--- src/rtl/counter_arb_pkg.sv ---
// Shared types, defaults and helpers for the counter_arbiter block.
// Round-robin pick and one-hot decode are sized for the largest supported requester count.
`timescale 1ns/1ps
package counter_arb_pkg;

   localparam int          DEF_WIDTH   = 4;
   localparam int          DEF_NUM_REQ = 4;
   localparam int unsigned MAX_REQ     = 8;
   localparam int          PTR_W       = 3;

   typedef enum logic [1:0] {
      ST_IDLE = 2'd0,
      ST_LOAD = 2'd1,
      ST_RUN  = 2'd2,
      ST_DONE = 2'd3
   } state_t;

   // First set request at or after ptr, wrapping within the n active lanes.
   function automatic logic [MAX_REQ-1:0] rr_pick(input logic [MAX_REQ-1:0] req,
                                                  input logic [PTR_W-1:0]   ptr,
                                                  input int unsigned        n);
      logic             found;
      logic [PTR_W-1:0] idx;
      rr_pick = '0;
      found   = 1'b0;
      for (int unsigned k = 0; k < MAX_REQ; k++) begin
         idx = PTR_W'((32'(ptr) + k) % n);
         if (k < n && !found && req[idx]) begin
            rr_pick[idx] = 1'b1;
            found        = 1'b1;
         end
      end
   endfunction

   function automatic logic [PTR_W-1:0] oh_to_idx(input logic [MAX_REQ-1:0] oh);
      oh_to_idx = '0;
      for (int unsigned i = 0; i < MAX_REQ; i++) begin
         if (oh[i]) oh_to_idx = PTR_W'(i);
      end
   endfunction

endpackage

--- src/rtl/counter_arbiter_if.sv ---
// Requester-side bus of counter_arbiter: requests, start values, grant/done and counter status.
`timescale 1ns/1ps
interface counter_arbiter_if #(
   parameter int NUM_REQ = 4,
   parameter int WIDTH   = 4
) ();

   logic [NUM_REQ-1:0]       req;
   logic [NUM_REQ*WIDTH-1:0] start_val;
   logic [NUM_REQ-1:0]       grant;
   logic [NUM_REQ-1:0]       done;
   logic                     busy;
   logic [WIDTH-1:0]         cnt_val;
   logic                     abort;

   modport master (output req, start_val,
                   input  grant, done, busy, cnt_val, abort);

   modport slave  (input  req, start_val,
                   output grant, done, busy, cnt_val, abort);

endinterface

--- src/rtl/interval_counter.sv ---
// Loadable up-counter shared by the arbiter; load wins over enable.
`timescale 1ns/1ps
module interval_counter #(
   parameter int WIDTH = 4
) (
   input  logic             clk,
   input  logic             reset,
   input  logic             load,
   input  logic             en,
   input  logic [WIDTH-1:0] din,
   output logic [WIDTH-1:0] cnt
);

   always_ff @(posedge clk or negedge reset) begin
      if (!reset) begin
         cnt <= '0;
      end else if (load) begin
         cnt <= din;
      end else if (en) begin
         cnt <= cnt + WIDTH'(1);
      end
   end

endmodule

--- src/rtl/counter_arbiter.sv ---
// Round-robin arbiter sharing one interval_counter among NUM_REQ timer clients.
// Optional feature macro: CNT_ARB_ABORT_EN (owner dropping req in LOAD/RUN aborts the run).
`timescale 1ns/1ps
module counter_arbiter
   import counter_arb_pkg::*;
#(
   parameter int NUM_REQ = DEF_NUM_REQ,
   parameter int WIDTH   = DEF_WIDTH
) (
   input logic              clk,
   input logic              reset,
   counter_arbiter_if.slave bus
);

   state_t             state;
   logic [PTR_W-1:0]   rr_ptr;
   logic [PTR_W-1:0]   owner;
   logic [PTR_W-1:0]   next_ptr;
   logic [NUM_REQ-1:0] grant_q;
   logic [NUM_REQ-1:0] done_q;
   logic               busy_q;
   logic [MAX_REQ-1:0] req_ext;
   logic [MAX_REQ-1:0] pick;
   logic [WIDTH-1:0]   din;
   logic [WIDTH-1:0]   cnt;
   logic               load;
   logic               en;
   logic               at_term;

   always_comb begin
      req_ext              = '0;
      req_ext[NUM_REQ-1:0] = bus.req;
   end

   assign pick     = rr_pick(req_ext, rr_ptr, NUM_REQ);
   assign next_ptr = (owner == PTR_W'(NUM_REQ - 1)) ? '0 : owner + PTR_W'(1);

   always_comb begin
      din = '0;
      for (int i = 0; i < NUM_REQ; i++) begin
         if (owner == PTR_W'(i)) din = bus.start_val[i*WIDTH +: WIDTH];
      end
   end

   // Counter stops at all-ones rather than wrapping; it keeps that value until the next load.
   assign at_term = (cnt == {WIDTH{1'b1}});
   assign load    = (state == ST_LOAD);
   assign en      = (state == ST_RUN) && !at_term;

   interval_counter #(.WIDTH(WIDTH)) u_counter (
      .clk   (clk),
      .reset (reset),
      .load  (load),
      .en    (en),
      .din   (din),
      .cnt   (cnt)
   );

`ifdef CNT_ARB_ABORT_EN
   logic abort_q;
   logic owner_req;

   always_comb begin
      owner_req = 1'b0;
      for (int i = 0; i < NUM_REQ; i++) begin
         if (owner == PTR_W'(i)) owner_req = bus.req[i];
      end
   end
`endif

   always_ff @(posedge clk or negedge reset) begin
      if (!reset) begin
         state   <= ST_IDLE;
         rr_ptr  <= '0;
         owner   <= '0;
         grant_q <= '0;
         done_q  <= '0;
         busy_q  <= 1'b0;
`ifdef CNT_ARB_ABORT_EN
         abort_q <= 1'b0;
`endif
      end else begin
         done_q <= '0;
`ifdef CNT_ARB_ABORT_EN
         abort_q <= 1'b0;
         if ((state == ST_LOAD || state == ST_RUN) && !owner_req) begin
            state   <= ST_IDLE;
            grant_q <= '0;
            busy_q  <= 1'b0;
            abort_q <= 1'b1;
            rr_ptr  <= next_ptr;
         end else
`endif
         case (state)
            ST_IDLE: begin
               if (|bus.req) begin
                  state   <= ST_LOAD;
                  grant_q <= pick[NUM_REQ-1:0];
                  owner   <= oh_to_idx(pick);
                  busy_q  <= 1'b1;
               end
            end
            ST_LOAD: state <= ST_RUN;
            ST_RUN: begin
               if (at_term) begin
                  state  <= ST_DONE;
                  done_q <= grant_q;
               end
            end
            ST_DONE: begin
               state   <= ST_IDLE;
               grant_q <= '0;
               busy_q  <= 1'b0;
               rr_ptr  <= next_ptr;
            end
            default: state <= ST_IDLE;
         endcase
      end
   end

   assign bus.grant   = grant_q;
   assign bus.done    = done_q;
   assign bus.busy    = busy_q;
   assign bus.cnt_val = cnt;
`ifdef CNT_ARB_ABORT_EN
   assign bus.abort   = abort_q;
`else
   assign bus.abort   = 1'b0;
`endif

endmodule

--- src/flat_wrapper.sv ---
// flat-port wrapper written by rule: the top's interface ports become plain ports
module counter_arbiter_flat import counter_arb_pkg::*;
#(
   parameter int NUM_REQ = DEF_NUM_REQ,
   parameter int WIDTH   = DEF_WIDTH
)
  (clk, reset, bus_req, bus_start_val, bus_grant, bus_done, bus_busy, bus_cnt_val, bus_abort);
  counter_arbiter_if #(.NUM_REQ(NUM_REQ), .WIDTH(WIDTH)) bus_i ();
  input logic clk;
  input logic reset;
  input wire logic [$bits(bus_i.req)-1:0] bus_req;
  input wire logic [$bits(bus_i.start_val)-1:0] bus_start_val;
  output wire logic [$bits(bus_i.grant)-1:0] bus_grant;
  output wire logic [$bits(bus_i.done)-1:0] bus_done;
  output wire logic [$bits(bus_i.busy)-1:0] bus_busy;
  output wire logic [$bits(bus_i.cnt_val)-1:0] bus_cnt_val;
  output wire logic [$bits(bus_i.abort)-1:0] bus_abort;
  assign bus_i.req = bus_req;
  assign bus_i.start_val = bus_start_val;
  assign bus_grant = bus_i.grant;
  assign bus_done = bus_i.done;
  assign bus_busy = bus_i.busy;
  assign bus_cnt_val = bus_i.cnt_val;
  assign bus_abort = bus_i.abort;
  counter_arbiter #(.NUM_REQ(NUM_REQ), .WIDTH(WIDTH)) u_core (.clk(clk), .reset(reset), .bus(bus_i));
endmodule
--- config.mk ---
export PLATFORM = sky130hd
export DESIGN_NAME = counter_arbiter_flat
export DESIGN_NICKNAME = d
export VERILOG_FILES = /design/src/rtl/counter_arb_pkg.sv /design/src/rtl/counter_arbiter_if.sv /design/src/rtl/interval_counter.sv /design/src/rtl/counter_arbiter.sv /design/src/flat_wrapper.sv
export SDC_FILE = /design/constraint.sdc
export NUM_CORES = 1
export LEC_CHECK = 0
export BUFFER_PORTS_ARGS = -buffer_cell sky130_fd_sc_hd__buf_4
export CAP_MARGIN = 20
export CORE_MARGIN = 3
export CORE_UTILIZATION = 29
export CTS_CLUSTER_DIAMETER = 100
export DETAILED_ROUTE_END_ITERATION = 10
export HOLD_SLACK_MARGIN = 0.05
export PLACE_DENSITY = 0.57
export SLEW_MARGIN = 20
export SYNTH_ARGS = -nofsm -noshare
export SYNTH_HDL_FRONTEND = slang
export SYNTH_SLANG_ARGS = --single-unit
--- constraint.sdc ---
create_clock -name clk -period 2.3 [get_ports clk]
set_clock_uncertainty 0.1 [all_clocks]
set_input_delay 0.23 -clock clk [delete_from_list [all_inputs] [get_ports clk]]
set_output_delay 0.23 -clock clk [all_outputs]
set_load 0.005 [all_outputs]
==> flow_summary_export.csv, run 1 <==
group,metric,value,unit
clock_tree,cts_sinks,19,
timing,finalHoldViolCount,0,
grt,grt_pass1_vias,1136,
floorplanning,core,4410,um2
synth,synthesis.area,1350,um2
synth,yosysUniqueCellTypes,34,
cells_and_area,final_nets,220,
grt,grt_start_max_net_pins,20,
timing,timing.final.crit_share,94.6,%
timing,worst_slack,125,ps
power,power.share.clock,11.0,%
clock_tree,clk_pin_slew,70,ps
worst_setup_path,critical-path-slowest-cell,"mux4_2",
timing,worst_pin_slew,557,ps
cells_and_area,drive_gt1_share,28.7,%
floorplanning,io_pins,36,
worst_setup_path,crit_fanout,10,
worst_setup_path,required,2380,ps
clock_tree,cts_buffer_depth,2,
run_status,status,"complete, no violations",
drt,wl,3070,um
place,place.port_buffers,34,
timing,maxSlewHeadroom,62.5,%
synth,syn-instance-count,140,
power,total_power,2.14,mW
grt,grt_pass1_wl,5040,um
floorplanning,fp-row-count,24,
power,power_frac_comb,61.3,%
place,routabilityCongestion,0.782,
power,swShare,42.9,%
power,p_int,1.22,mW
worst_setup_path,worstSetupStartpointType,"flop",
drt,routedWlPerCell,13.2,um
job,max_cap_viol_count,0,
timing,setup_tns,0,ps
timing,finalSetupViolations,0,
synth,ys_seq_area_share,35.3,%
clock_tree,cts_buffers,3,
synth,syn_avg_cell_area,9.62,um2
timing,slew_viol_final,0,
cells_and_area,syn_to_final_growth,30.8,%
floorplanning,initial_core_util,30.5,%
power,p_seq_share,27.7,%
hold_path,worstHoldPathType,"input pin to flop",
place,dp_cells,224,
clock_tree,ctsRootBufferMaster,"clkbuf_8",
drt,vias,1163,
hold_path,min_path_cells,3,
drt,drc_errors,0,
power,leakage,0.830,nW
synth,ys_seq_elements,19,
drt,viasPerCell,4.99,
worst_setup_path,cp-end-kind,"flop",
clock_tree,tritoncts,"done",
cells_and_area,design_area,1760,um2
worst_setup_path,reg2regPathDepth,6,
worst_setup_path,worst-setup-path-type,"flop to flop",
place,post-place-ws,-75.6,ps
power,peakVddDrop,0.000472,V
cells_and_area,stdcell_count,233,
drt,drtPass1Iterations,4,
cells_and_area,layout_common_cells,"buf_4 (39), nand2_1 (17), dfrtp_1 (17)",
drt,ant_nets,0,
place,placed_cell_area,1660,um2
worst_setup_path,crit_arrival,2250,ps
grt,track_usage,11.7,%
cells_and_area,final_common_cell,"buf_4",
clock_tree,ctsHtreeMaxLevel,1,
worst_setup_path,max_stage_delay,610,ps
clock_tree,clock_latency,260,ps
floorplanning,die_area,5500,um2
floorplanning,die_w,74.1,um
floorplanning,die_y,74.1,um
power,switching_power,0.918,mW
grt,antenna_found_initial,0,
place,place_hpwl,2440,um
grt,overflow,0,
cells_and_area,insertedDiodeCount,0,
timing,fmax,460,MHz
synth,yosysWarnings,0,
drt,drt_iter0_drc,59,
timing,fin_crit,2180,ps
power,p_per_area,1220,nW/um2
synth,synth_nets,178,
worst_setup_path,crit_chain,"buf_4 -> mux4_2 -> nor4b_4 -> and2_4 -> o211ai_1 -> a31oi_1",
worst_setup_path,ff2ff_setup_slack,120,ps
area by class of cell:
| class | count | area, um2 |
|---|---|---|
| clock buffers | 3 | 41.3 |
| clock inverters | 1 | 5.00 |
| fillers | 445 | 2650 |
| inverters | 6 | 22.5 |
| multi-input cells | 112 | 846 |
| flip-flops and latches | 19 | 478 |
| well taps | 52 | 65.1 |
| repair buffers | 40 | 303 |
metal layers:
metal | share of wire, % | global-route usage, %
met1 | 45 | 14.0
met2 | 50 | 20.7
met3 | 4.2 | 3.24
met4 | 0.94 | 3.22
met5 | 0 | 0
worst max-delay path, delay by kind of cell (launching register included):
family / cells / cell delay, ps
buffers and inverters: 1 / 120
DFF: 1 / 390
AOI/OAI and AO/OA: 2 / 270
muxes: 1 / 610
and+or+nand+nor: 2 / 600
power by group through the flow:
stage | logic [mW] | registers (mW) | clock network (mW)
final | 1.31 | 0.593 | 0.236
after global routing | 1.47 | 0.613 | 0.257
after detailed placement | 1.24 | 0.615 | 0
after CTS | 1.25 | 0.610 | 0.246
after floorplan | 0.885 | 0.590 | 0
after global placement | 1.20 | 0.600 | 0
worst paths after layout:
path	startpoint	to
min	bus_start_val[13]	u_core.u_counter.cnt[1]
max in group asynchronous	reset	u_core.rr_ptr[1]
min in group asynchronous	reset	u_core.u_counter.cnt[0]
min reg2reg	u_core.bus.busy	u_core.bus.busy
max	u_core.rr_ptr[1]	u_core.owner[0]
max reg2reg	u_core.rr_ptr[1]	u_core.owner[0]
repair_timing:
item                                   CTS  global route
hold buffers                             1             0
pin swaps                                0             1
buffers inserted                         0             4
gates cloned                             0             0
endpoints found under the hold margin   19             0
gates resized for setup                  3             2
setup endpoints to repair                3             5
cells by family after synthesis:
kind of cell    count (synthesis)  synth area share [%]
simple gates                   54                  21.7
compound gates                 33                  14.8
flops                          19                  35.3
fa+ha+maj                      16                  14.9
buf+inv                         9                  2.88
mux                             6                  8.83
xor+xnor                        2                  1.30
other cells                     1                 0.279
Yosys cell counts:
cell | number | area, um2
a221oi_1 | 5 | 43.8
and2_1 | 7 | 43.8
conb_1 | 1 | 3.75
nand2_1 | 17 | 63.8
buf_4 | 1 | 7.51
a21oi_1 | 12 | 60.1
inv_1 | 6 | 22.5
a31oi_1 | 2 | 12.5
nor2b_1 | 7 | 43.8
xnor2_1 | 2 | 17.5
a21o_1 | 1 | 7.51
nand3_1 | 2 | 10.0
clkbuf_1 | 1 | 3.75
ha_1 | 16 | 200
nor4_1 | 1 | 6.26
a2bb2oi_1 | 1 | 8.76
o211ai_1 | 1 | 7.51
o2bb2ai_1 | 1 | 8.76
and4b_1 | 1 | 10.0
o21ai_1 | 2 | 10.0
nor3b_1 | 1 | 7.51
mux4_1 | 2 | 52.6
buf_2 | 1 | 5.00
mux2i_1 | 1 | 10.0
nor3_1 | 4 | 20.0
dfrtp_1 | 19 | 475
mux4_2 | 2 | 45.0
and4_1 | 1 | 8.76
mux2_2 | 1 | 11.3
nor4b_4 | 1 | 23.8
nor2_1 | 9 | 33.8
nand2b_1 | 1 | 6.26
o21ai_0 | 8 | 40.0
nand3b_1 | 2 | 15.0
per-stage QoR:
stage / utilization (%) / hold WS, ps
finish: 39.9 / 169
global route: 39.9 / 181
CTS: 39.0 / 170
detailed placement: 37.6 / 23.8
global placement: 37.6 / 16.8
floorplan: - / -166
sequential cells by signal, indices dropped and copies added, names as in the netlist:
register              flops
u_core.owner              2
u_core.rr_ptr             2
u_core.state              2
u_core.u_counter.cnt      4
u_core.bus.done           4
u_core.bus.grant          4
u_core.bus.busy           1
Note: power is estimated with default switching activity, not from simulation.
==> run 2: changes to the inputs <==
- CELL_PAD_IN_SITES_DETAIL_PLACEMENT: unset -> 1
- CELL_PAD_IN_SITES_GLOBAL_PLACEMENT: unset -> 2
- CORE_UTILIZATION: 29 -> 28
- GPL_TIMING_DRIVEN: unset -> 0
- PLACE_DENSITY: 0.57 -> 0.8
==> flow_summary_export.csv, run 2 (synthesis results as in run 1) <==
group,metric,value,unit
worst_setup_path,crit_chain,"inv_1 -> ha_1 -> mux4_2 -> nor4b_4 -> and2_4 -> o211ai_1 -> a31oi_1",
drt,drt_iter0_drc,59,
grt,grt_pass1_vias,1187,
drt,vias,1160,
cells_and_area,syn_to_final_growth,30.5,%
cells_and_area,stdcell_count,234,
job,max_cap_viol_count,0,
worst_setup_path,crit_fanout,7,
drt,viasPerCell,4.96,
power,peakVddDrop,0.000470,V
place,place_hpwl,2610,um
worst_setup_path,cpLargestDelayFamily,"simple AND/OR/NAND/NOR gates",
timing,fmax,460,MHz
grt,grt_util_met3,1.45,%
timing,finalSetupViolations,0,
timing,worst_slack,127,ps
grt,overflow,0,
place,dp_cells,226,
timing,finalHoldViolCount,0,
grt,track_usage,12.3,%
cells_and_area,insertedDiodeCount,0,
worst_setup_path,crit_arrival,2250,ps
place,routabilityCongestion,0.808,
place,place.port_buffers,34,
power,p_per_area,1220,nW/um2
timing,whs,173,ps
clock_tree,cts_buffers,3,
timing,setup_tns,0,ps
cells_and_area,nFillCells,531,
grt,grt_start_max_net_pins,20,
grt,met1_usage,15.7,%
floorplanning,fp-row-count,24,
floorplanning,die_area,5680,um2
clock_tree,cts_sinks,19,
clock_tree,ctsRootBufferMaster,"clkbuf_8",
floorplanning,core,4500,um2
cells_and_area,final_nets,221,
floorplanning,io_pins,36,
worst_setup_path,worstSetupStartpointType,"flop",
clock_tree,clock_latency,250,ps
run_status,status,"complete, no violations",
drt,wl,3280,um
timing,maxSlewHeadroom,62.3,%
worst_setup_path,max_stage_delay,410,ps
hold_path,worstHoldPathType,"input pin to flop",
power,leakage,0.824,nW
cells_and_area,design_area,1760,um2
drt,ant_nets,0,
grt,grt_pass1_wl,5420,um
drt,routedWlPerCell,14.0,um
grt,antenna_found_initial,0,
cells_and_area,layout_common_cells,"buf_4 (38), nand2_1 (17), dfrtp_1 (17)",
timing,worst_pin_slew,560,ps
place,placed_cell_area,1670,um2
worst_setup_path,critical-path-slowest-cell,"dfrtp_2",
drt,drc_errors,0,
place,post-place-ws,-164,ps
floorplanning,initial_core_util,29.9,%
clock_tree,ctsHtreeMaxLevel,1,
timing,timing.final.crit_share,94.5,%
clock_tree,tritoncts,"done",
worst_setup_path,worst-setup-path-type,"flop to flop",
floorplanning,die_w,75.3,um
worst_setup_path,required,2370,ps
cells_and_area,fin_util,39.0,%
timing,fin_crit,2170,ps
floorplanning,die_y,75.3,um
timing,slew_viol_final,0,
cells_and_area,drive_gt1_share,29.1,%
clock_tree,clk_pin_slew,70,ps
worst_setup_path,crit_buf_inv,1,
worst_setup_path,cp-end-kind,"flop",
grt,met2_usage,21.1,%
power,total_power,2.15,mW
cells_and_area,final_common_cell,"buf_4",
grt,busiest_layer,"met2",
drt,drtPass1Iterations,2,
clock_tree,cts_buffer_depth,2,
## run 2: per-layer routing
metal	routed length, um	share of wire (%)
met5	0	0
met4	53	1.6
met3	100	3.1
met2	1610	49
met1	1510	46
## run 2: worst paths after layout
check / start / slack [ps] / to / cells after the start
min in group asynchronous: reset / 290 / u_core.bus.done[3] / 2
min: bus_start_val[12] / 170 / u_core.u_counter.cnt[0] / 3
max: u_core.rr_ptr[1] / 130 / u_core.owner[0] / 7
max in group asynchronous: reset / 1590 / u_core.rr_ptr[0] / 2
min reg2reg: u_core.bus.busy / 390 / u_core.bus.busy / 2
max reg2reg: u_core.rr_ptr[1] / 130 / u_core.owner[0] / 7
## run 2: where the power goes
group	internal (mW)	switching, mW
clock network	0.123	0.108
registers	0.467	0.132
logic	0.622	0.697
## run 2: final cells by class
| class | count | area (um2) | area share (%) |
|---|---|---|---|
| multi-input cells | 112 | 842 | 47.9 |
| inverters | 6 | 22.5 | 1.28 |
| plain buffers | 3 | 16.3 | 0.926 |
| flip-flops and latches | 19 | 478 | 27.2 |
| repair buffers | 38 | 288 | 16.4 |
| well taps | 52 | 65.1 | 3.70 |
| clock buffers | 4 | 45.0 | 2.56 |
## run 2: timing repair
item,4_1_cts,5_1_grt
hold buffers,1,0
setup endpoints to repair,6,5
endpoints found under the hold margin,19,0
gates resized for setup,3,4
pin swaps,0,3
buffers inserted,2,1
## run 2: tightest hold or removal path: cells and delay by family
family	cells	cell delay [ps]
AOI/OAI and AO/OA	2	180
buffers and inverters	1	80
==> run 3: changes to the inputs <==
- CORE_ASPECT_RATIO: unset -> 0.6
- CORE_UTILIZATION: 28 -> 29
- clock period: 2.3 -> 2.7 ns (I/O delays scaled with it)
==> flow_summary_export.csv, run 3 (synthesis results as in run 1) <==
group,metric,value,unit
timing,setup_tns,0,ps
power,power.share.clock,11.2,%
worst_setup_path,crit_fanout,8,
power,swShare,45.1,%
grt,grt_start_max_net_pins,20,
clock_tree,clk_pin_slew,70,ps
timing,maxSlewHeadroom,54.8,%
clock_tree,post_cts_buffers,0,
cells_and_area,final_nets,218,
floorplanning,die_area,5520,um2
timing,finalHoldViolCount,0,
cells_and_area,stdcell_count,239,
job,max_cap_viol_count,0,
drt,routedWlPerCell,15.3,um
clock_tree,cts_buffer_depth,2,
cells_and_area,fin_util,40.6,%
power,p_seq_share,28.6,%
place,place_hpwl,3040,um
worst_setup_path,reg2regPathDepth,7,
timing,worst_pin_slew,670,ps
power,total_power,1.83,mW
grt,overflow,0,
clock_tree,clock_latency,260,ps
hold_path,hp-start,"bus_start_val[12]",
timing,rsz0062_at_grt,"no",
grt,antenna_found_initial,0,
drt,vias,1197,
place,placed_cell_area,1680,um2
place,place.port_buffers,34,
grt,grt_pass1_wl,6000,um
worst_setup_path,cp-end-kind,"flop",
power,p_int,1.00,mW
cells_and_area,layout_common_cells,"buf_4 (35), dfrtp_1 (19), nand2_1 (17)",
timing,finalSetupViolations,0,
power,switching_power,0.825,mW
hold_path,worstHoldPathType,"input pin to flop",
power,peakVddDrop,0.000353,V
power,p_per_area,1050,nW/um2
timing,timing.final.crit_share,94.0,%
cells_and_area,insertedDiodeCount,0,
worst_setup_path,rr_endpoint,"u_core.owner[0]",
worst_setup_path,ff2ff_setup_slack,160,ps
timing,whs,227,ps
clock_tree,cts_sinks,19,
drt,drtPass1Iterations,4,
grt,grt_pass1_vias,1236,
timing,slew_viol_final,0,
hold_path,whs_endpoint,"u_core.u_counter.cnt[0]",
drt,wl,3660,um
place,routabilityCongestion,0.719,
floorplanning,core,4280,um2
worst_setup_path,required,2780,ps
hold_path,min_path_cells,3,
run_status,status,"complete, no violations",
floorplanning,fp-row-count,18,
timing,worst_slack,161,ps
worst_setup_path,r2r-start,"u_core.rr_ptr[0]",
floorplanning,die_w,94.0,um
worst_setup_path,crit_arrival,2620,ps
floorplanning,die_y,58.8,um
clock_tree,ctsRootBufferMaster,"clkbuf_8",
clock_tree,ctsHtreeMaxLevel,1,
place,dp_cells,234,
timing,fin_crit,2540,ps
cells_and_area,drive_gt1_share,25.1,%
cells_and_area,final_common_cell,"buf_4",
drt,drc_errors,0,
grt,track_usage,14.2,%
power,power_frac_comb,60.2,%
place,post-place-ws,207,ps
floorplanning,initial_core_util,31.5,%
worst_setup_path,worstSetupStartpointType,"flop",
drt,viasPerCell,5.01,
drt,drt_iter0_drc,30,
cells_and_area,nFillCells,507,
worst_setup_path,worst-setup-path-type,"flop to flop",
floorplanning,io_pins,36,
clock_tree,cts_buffers,3,
clock_tree,tritoncts,"done",
cells_and_area,design_area,1740,um2
power,leakage,0.815,nW
timing,fmax,394,MHz
drt,ant_nets,0,
cells_and_area,syn_to_final_growth,29.1,%
[run 3: power groups by stage]
stage	clock network, mW	logic [mW]	registers (mW)
2_1_floorplan	0	0.754	0.503
3_3_place_gp	0	1.04	0.518
3_5_place_dp	0	1.10	0.532
4_1_cts	0.210	1.11	0.525
5_1_grt	0.223	1.25	0.544
6_report	0.205	1.10	0.523
[run 3: layer usage]
layer | vias to the layer above | global-route usage [%] | part of all wire [%]
li1 | 575 | - | -
met1 | 599 | 18.9 | 48
met2 | 19 | 23.2 | 48
met3 | 4 | 4.09 | 3.5
met4 | 0 | 3.09 | 0.96
met5 | - | 0 | 0
[run 3: worst max-delay path by stage]
stage,slack (ps),cells past startpoint,endpoint,startpoint
2_1_floorplan,500,7,u_core.owner[0],u_core.rr_ptr[0]
3_3_place_gp,360,7,u_core.owner[0],u_core.rr_ptr[0]
3_5_place_dp,210,7,u_core.owner[1],u_core.rr_ptr[0]
4_1_cts,180,7,u_core.owner[0],u_core.rr_ptr[0]
5_1_grt,50,7,u_core.owner[0],u_core.rr_ptr[0]
6_report,160,7,u_core.owner[0],u_core.rr_ptr[0]
[run 3: what timing repair did]
action / in CTS / in global routing
resized for setup: 0 / 1
endpoints found under the hold margin: 19 / 0
setup endpoints to repair: 0 / 1
hold buffers: 1 / 0
[run 3: critical path: stages, from the launching register on]
cell	delay, ps
dfrtp_1	550
inv_1	160
ha_1	350
mux4_2	400
nor4b_4	390
and2_1	210
o211ai_1	110
a31oi_1	190
[run 3: final cells by class]
cell class / instances / area [um2] / area share (%)
Buffer: 3 / 16.3 / 0.936
Clock inverter: 1 / 5.00 / 0.288
Tap cell: 60 / 75.1 / 4.32
Sequential cell: 19 / 475 / 27.4
Multi-Input combinational cell: 112 / 837 / 48.2
Clock buffer: 3 / 41.3 / 2.38
Timing Repair Buffer: 35 / 265 / 15.3
Inverter: 6 / 22.5 / 1.30
